File: config.mk
export PLATFORM = sky130hd
export DESIGN_NAME = timer_counter
export DESIGN_NICKNAME = d
export VERILOG_FILES = /design/src/rtl/timer_counter.sv
export SDC_FILE = /design/constraint.sdc
export NUM_CORES = 1
export LEC_CHECK = 0
export ABC_AREA = 1
export BUFFER_PORTS_ARGS = -buffer_cell sky130_fd_sc_hd__clkbuf_2
export CORE_ASPECT_RATIO = 1.75
export CORE_MARGIN = 1.5
export CORE_UTILIZATION = 45
export CTS_CLUSTER_DIAMETER = 100
export DETAILED_ROUTE_END_ITERATION = 8
export PLACE_DENSITY = 0.68
export SYNTH_ARGS = -nofsm -noshare
export SYNTH_HDL_FRONTEND = slang
export SYNTH_SLANG_ARGS = --single-unit
File: constraint.sdc
create_clock -name clk_i -period 1.89 [get_ports clk_i]
set_input_delay 0.567 -clock clk_i [delete_from_list [all_inputs] [get_ports clk_i]]
set_output_delay 0.567 -clock clk_i [all_outputs]
set_load 0.005 [all_outputs]
File: src/rtl/timer_counter.sv
// ---------------------------------------------------------------------------
// TimerCounter -- memory-mapped down-counting timer with interrupt
//
// A small bus-attached timer. Software loads a PRESET value and enables the
// timer through CTRL. The timer then copies PRESET into COUNT and counts
// down once per clock. When COUNT runs out, an internal flag is raised.
//
// The mode bits in CTRL decide what happens next:
//   - One-shot (mode 0): the timer disables itself. The flag stays set until
//     software writes CTRL.
//   - Auto-reload (mode 1): the flag is pulsed for one cycle. The timer then
//     restarts from PRESET.
//
// Register map (only addr_i[3:2] is decoded; the bridge does range decode):
//   0  CTRL    [3:0]  bit0 EN, bits[2:1] MODE, bit3 IM (irq mask, 1=enable)
//   1  PRESET  [31:0] reload value
//   2  COUNT   [31:0] current count, read-only
//   3  --      reads 0, writes ignored
//
// Ports:
//   clk_i      single clock, all state changes on the rising edge
//   reset_n_i  asynchronous active-low reset
//   addr_i     byte address from the system bridge
//   we_i       write strobe for this timer
//   wdata_i    store data
//   rdata_o    combinational read data selected by addr_i[3:2]
//   irq_o      interrupt request (flag AND IM)
//
// Parameter:
//   MODE1_EN   when 0, auto-reload mode behaves exactly like one-shot
// ---------------------------------------------------------------------------
module timer_counter #(
    parameter bit MODE1_EN = 1'b1
) (
    input  logic        clk_i,
    input  logic        reset_n_i,
    input  logic [31:0] addr_i,
    input  logic        we_i,
    input  logic [31:0] wdata_i,
    output logic [31:0] rdata_o,
    output logic        irq_o
);

    // Register select values for addr_i[3:2]
    localparam logic [1:0] SelCtrl   = 2'd0;
    localparam logic [1:0] SelPreset = 2'd1;
    localparam logic [1:0] SelCount  = 2'd2;

    // Timer sequencing states
    typedef enum logic [1:0] {
        S_IDLE = 2'd0,
        S_LOAD = 2'd1,
        S_CNT  = 2'd2,
        S_INT  = 2'd3
    } state_e;

    state_e      state_q, state_d;
    logic [3:0]  ctrl_q, ctrl_d;
    logic [31:0] preset_q, preset_d;
    logic [31:0] count_q, count_d;
    logic        flag_q, flag_d;

    logic [1:0]  regSel;
    logic        ctrlEn;
    logic        ctrlIm;
    logic        autoReload;
    logic        unusedAddrBits;

    assign regSel = addr_i[3:2];
    assign ctrlEn = ctrl_q[0];
    assign ctrlIm = ctrl_q[3];

    // MODE values 2 and 3 fall back to one-shot. Auto-reload can also be
    // compiled out through MODE1_EN.
    assign autoReload = MODE1_EN && (ctrl_q[2:1] == 2'b01);

    // The bridge already did range decode, so the remaining address bits
    // carry no information for this block.
    assign unusedAddrBits = ^{addr_i[31:4], addr_i[1:0]};

    // Next-state logic.
    //
    // A bus write wins over timer progress. In a write cycle only the
    // addressed register changes, and the FSM and COUNT stand still.
    //
    // Writing CTRL always clears the flag. This gives software a single
    // store that both acknowledges the interrupt and reprograms the timer.
    always_comb begin
        state_d  = state_q;
        ctrl_d   = ctrl_q;
        preset_d = preset_q;
        count_d  = count_q;
        flag_d   = flag_q;

        if (we_i) begin
            case (regSel)
                SelCtrl: begin
                    ctrl_d = wdata_i[3:0];
                    flag_d = 1'b0;
                end
                SelPreset: begin
                    preset_d = wdata_i;
                end
                default: begin
                end
            endcase
        end else begin
            case (state_q)
                S_IDLE: begin
                    if (ctrlEn) begin
                        state_d = S_LOAD;
                    end
                end

                S_LOAD: begin
                    count_d = preset_q;
                    state_d = S_CNT;
                end

                // A COUNT of 0 or 1 both finish in this cycle. A PRESET of
                // 0 therefore acts like 1, and COUNT never wraps below zero.
                S_CNT: begin
                    if (!ctrlEn) begin
                        state_d = S_IDLE;
                    end else if (count_q > 32'd1) begin
                        count_d = count_q - 32'd1;
                    end else begin
                        count_d = 32'd0;
                        flag_d  = 1'b1;
                        state_d = S_INT;
                    end
                end

                // One-shot disables itself and keeps the flag for software.
                // Auto-reload drops the flag so irq is a single-cycle pulse,
                // and goes round again through LOAD.
                S_INT: begin
                    if (autoReload) begin
                        flag_d = 1'b0;
                    end else begin
                        ctrl_d[0] = 1'b0;
                    end
                    state_d = S_IDLE;
                end

                default: begin
                    state_d = S_IDLE;
                end
            endcase
        end
    end

    // State and register storage, cleared asynchronously by reset
    always_ff @(posedge clk_i or negedge reset_n_i) begin
        if (!reset_n_i) begin
            state_q  <= S_IDLE;
            ctrl_q   <= 4'd0;
            preset_q <= 32'd0;
            count_q  <= 32'd0;
            flag_q   <= 1'b0;
        end else begin
            state_q  <= state_d;
            ctrl_q   <= ctrl_d;
            preset_q <= preset_d;
            count_q  <= count_d;
            flag_q   <= flag_d;
        end
    end

    // Read mux, purely combinational so a load sees the value in the same
    // cycle
    always_comb begin
        rdata_o = 32'd0;
        case (regSel)
            SelCtrl:   rdata_o = {28'd0, ctrl_q};
            SelPreset: rdata_o = preset_q;
            SelCount:  rdata_o = count_q;
            default:   rdata_o = 32'd0;
        endcase
    end

    assign irq_o = flag_q & ctrlIm;

endmodule

# Word level (Yosys, flattened, before mapping)
# Index checks and enable logic that the tools add are counted.
totals:
  out_inout_bits: 33
  word_cells: 53
  reg_bits: 71
  input_bits: 67
classes:
  n_lt_le_gt_ge: 1
  reduce_logical: 11
  eq_ne: 14
  muxes: 18
  add_sub_neg: 1
  bitwise: 2
op_table:
  columns: ["op", "count"]
  rows:
  - ["$pmux W32 S3", 1]
  - ["$mux W32", 2]
  - ["$pmux W32 S2", 1]
  - ["$gt A32 B1 Y1 const B", 1]
  - ["$sub A32 B1 Y32 const B", 1]
  - ["$ne A3 B3 Y1 const B", 4]
  - ["$mux W1", 9]
  - ["$reduce_and A3 Y1", 3]
  - ["$pmux W2 S4", 1]
  - ["$eq A2 B1 Y1 const B", 3]
  - ["$eq A2 B2 Y1 const B", 3]
  - ["$mux W2", 3]
  - ["$ne A2 B2 Y1 const B", 3]
  - ["$reduce_and A5 Y1", 1]
  - ["$logic_not A2 Y1", 2]
  - ["$reduce_and A2 Y1", 2]
  - ["$reduce_bool A2 Y1", 2]
  - ["$reduce_bool A3 Y1", 1]
  - ["$ne A2 B1 Y1 const B", 1]
  - ["$pmux W1 S2", 1]
  - ["$and A1 B1 Y1", 1]
  - ["$not A1 Y1", 1]

# Logic depth before layout (Yosys ltp)
logic_depth:
  depth_word: 5
  mapped_depth: 13
  ltp_nobuf: 13

# Worst setup path after synthesis
# Ideal clock, no wire load.
synth_path:
  kind: "input to output"
  from: "input port addr_i[2]"
  to: "output port rdata_o[17]"
  path_buffers: 1
  stages: 5
  arrival_time_ns: 1.294
  path_slack_ns: 0.029
  path_cell_list: "inv_1 nor2_1 clkbuf_1 inv_1 o22ai_1"
synth_via:
  elab_chain_len: 2
  elab_cells_between_ends: 4
  classes_between: "eq/ne (2); mux (1); reduce/logical (1)"
synth_rtl:
  columns: ["item", "line", "source"]
  rows:
  - ["start: declaration", "37", "input logic [31:0] addr_i,"]
  - ["$eq A2 B2 Y1, or another cell as far along", "174", "case (regSel)"]
  - ["$pmux W32 S3 (*)", "174", null]
  - ["end: declaration", "40", "output logic [31:0] rdata_o,"]
# Mark *: on every way between the ends. The rest lies on a longest branch, timed or not.

# Final worst setup path
layout_path:
  from: "input port addr_i[2]"
  to: "output port rdata_o[22]"
# The elaborated chain is that of the path after synthesis.

==> results.yml <==
run_status:
  outcome: "finished clean"
worst_setup_path:
  cp-start-kind: "primary input"
  slowest_stage: "buf_6"
  worst_path_largest_cell_delay_ns: 0.16
  crit_type: "primary input to primary output"
  reg2reg_slack_ns: 0.14
  cp_top_family: "buffers and inverters"
  crit_fanout: 5
  critPathArrivalTime_ns: 1.32
  path_cells: "buf_8 -> inv_6 -> nor2_4 -> buf_6 -> inv_2 -> o22ai_2 -> clkbuf_2"
  end_kind: "primary output"
  worstPathBufferInverterCount: 5
  crit_required_ns: 1.32
logic_synthesis:
  yosys.area_share.simple: 0.2436
  synth_xor_area_frac: 0.03455
  avgSynthCellArea_sq_um: 7.750
  synth_seq_cells: 71
  synth_cell_types: 33
  ys_seq_area_frac: 0.4123
  yosysWarnings: 0
  syn-num-nets: 625
  ys_async_sr_fraction: 1.000
  syn_inst: 556
  synth_compound_area_frac: 0.1626
  synth_edf_count: 0
  synth_ff_type: "dfrtp_1"
  muxShareOfSynthArea: 0.06533
  synth_top_family_by_area: "simple AND/OR/NAND/NOR gates"
  synth_area_sq_um: 4309
  yosys.area_share.adder: 0.005807
sta:
  fin_skew_ns: 0.006422
  finalSetupViolations: 0
  rsz0062_at_grt: "true"
  drv_slew: 0
  min_period_ns: 1.887
  hold_viol_final: 0
  post-route-period-util: 0.9986
  fin_setup_tns_ns: 0
  fmax_mhz: 529.8
  tightest_slew_ns: 0.4676
  relSlewSlack: 0.6879
final_layout:
  layout-drive-gt1-share: 0.2901
  layout.nets: 712
  antenna_cells: 0
  final_area_sq_um: 5445
  synthToLayoutAreaGrowth_pct: 26.36
  fin_util: 0.5787
cts:
  cts_max_path_buffers: 2
  ctsHtreeMaxLevel: 3
  numCtsBuffers: 9
  clkSinkCount: 71
  clock_latency_ns: 0.34
  holdBufCountCts: 0
  clkTransAtPathRegs_ns: 0.06
  cts_root_buf: "clkbuf_16"
  cts_tree: "done"
route:
  drtAntennaViolNets: 0
  vias: 4073
  drt_iter0_drc: 316
  drc: 0
  wl_per_cell_um: 15.24
  wl_mm: 11.74
  drt_pass1_iterations: 5
  drt-vias-per-instance: 5.290
power_and_ir_drop:
  powerDensity_nw_per_um2: 1311
  leakage_nw: 2.539
  peakVddDrop_mv: 0.6803
global_route:
  grtUsageTotal: 0.2359
  grt-ovfl-total: 0
  grt_pass1_vias: 4001
  grt_max_degree: 63
  antenna_found_initial: 0
  grt_first_pass_wirelength_mm: 18.99
placed_design:
  io_buffers: 69
  hpwl_mm: 8.260
  routabilityCongestion: 0.9338
  placed_area_sq_um: 4946
job:
  max_cap_violations: 0
floorplan:
  rows: 47
  initial_utilization: 0.4580
  dieArea_sq_um: 10190
  die_w_um: 76.97
  core_area_sq_um: 9409
  io-pin-count: 100
  chipHeight_um: 132.5
min_path:
  hold_path_class: "primary input to asynchronous set/reset pin"
## power by group
group | switching (mW) | internal, mW | leakage, nW
combinational | 1.59 | 1.07 | 1.56
sequential | 0.567 | 2.04 | 0.819
clock | 0.642 | 1.23 | 0.160
## cell type report
type                            instances  area, sq um
Clock buffer                           13        260.3
Clock inverter                          3        65.06
Fill cell                             887         3964
Inverter                               56        220.2
Multi-Input combinational cell        408         2297
Sequential cell                        71         1777
Tap cell                              122        152.6
Timing Repair Buffer                   97        673.1
## routing by layer
metal / global-route usage / part of all wire
met5: 0 / 0
met3: 0.04414 / 0.048
met4: 0.1000 / 0.022
met1: 0.2687 / 0.39
met2: 0.4258 / 0.54
## cell usage after synthesis, drive strengths merged, types with 2 or more instances
| cell | instances | area [sq um] |
|---|---|---|
| mux2 | 25 | 281.5 |
| ha | 2 | 25.02 |
| xor2 | 17 | 148.9 |
| a21oi | 53 | 276.5 |
| a22oi | 17 | 127.6 |
| nand4 | 5 | 31.28 |
| dfrtp | 71 | 1777 |
| o21ai | 44 | 220.2 |
| o22ai | 4 | 25.02 |
| nand3 | 23 | 130.1 |
| o211ai | 4 | 30.03 |
| nand2 | 132 | 523.0 |
| inv | 56 | 212.7 |
| clkbuf | 10 | 37.54 |
| nor2 | 76 | 345.3 |
| buf | 11 | 76.32 |
## sequential cells by signal, summed over array words and instances, names as in the netlist
| signal | cells |
|---|---|
| count_q | 32 |
| ctrl_q | 4 |
| flag_q | 1 |
| preset_q | 32 |
| state_q | 2 |
## placed cells by master (no fill, tap or decap), types with 2 or more instances in the layout
| cell type | instances |
|---|---|
| inv_2 | 7 |
| o22ai_2 | 3 |
| a21oi_1 | 50 |
| dfrtp_1 | 71 |
| inv_6 | 2 |
| bufinv_16 | 2 |
| nand4_1 | 5 |
| buf_4 | 18 |
| buf_8 | 2 |
| nand2_2 | 7 |
| o21ai_1 | 10 |
| nand2_4 | 4 |
| inv_1 | 47 |
| nand3_1 | 20 |
| nor2_1 | 58 |
| buf_6 | 2 |
| nor2_2 | 10 |
| buf_12 | 6 |
| clkbuf_1 | 2 |
| a21oi_2 | 3 |
| buf_2 | 18 |
| nand3_2 | 3 |
| o21ai_2 | 4 |
| clkbuf_8 | 2 |
| clkbuf_2 | 50 |
| nor2_4 | 8 |
| o21ai_0 | 30 |
| nand2_1 | 121 |
| o211ai_1 | 4 |
| clkbuf_16 | 10 |
| a22oi_1 | 17 |
| mux2_2 | 25 |
| xor2_1 | 17 |
## timing repair
item / 4_1_cts / 5_1_grt
gates cloned: 1 / 1
pin swaps: 1 / 6
hold endpoints to repair: 0 / 0
setup buffers: 1 / 0
setup endpoints to repair: 29 / 58
gates resized for setup: 25 / 44
## stage by stage
step	hold slack, ns	cells	worst slack, ns	total power [mW]
final	0.08857	770	0.002664	7.139
after global routing	0.1016	770	-0.04979	7.631
after CTS	0.09196	769	-0.03121	7.089
after detailed placement	0.4531	751	-0.1275	5.153
after global placement	0.4429	751	-0.1171	5.045
after floorplan	0.2714	556	0.02933	4.301
## kinds of logic after synthesis
group                    Yosys count
flip-flops                        71
adder cells (fa/ha/maj)            2
AO/OA/AOI/OAI                    125
XOR/XNOR                          17
AND/OR/NAND/NOR                  239
multiplexers                      25
buffers and inverters             77
## final timing paths
check,start,end,cells past startpoint
worst max-delay path,addr_i[2],rdata_o[22],7
worst min-delay path,reset_n_i,preset_q[27],1
worst max register to register,count_q[1],count_q[31],9
worst min register to register,flag_q,flag_q,2
max in group asynchronous,reset_n_i,preset_q[22],2
min in group clk_i,wdata_i[25],preset_q[25],2
Power figures use the tool's default switching activity.
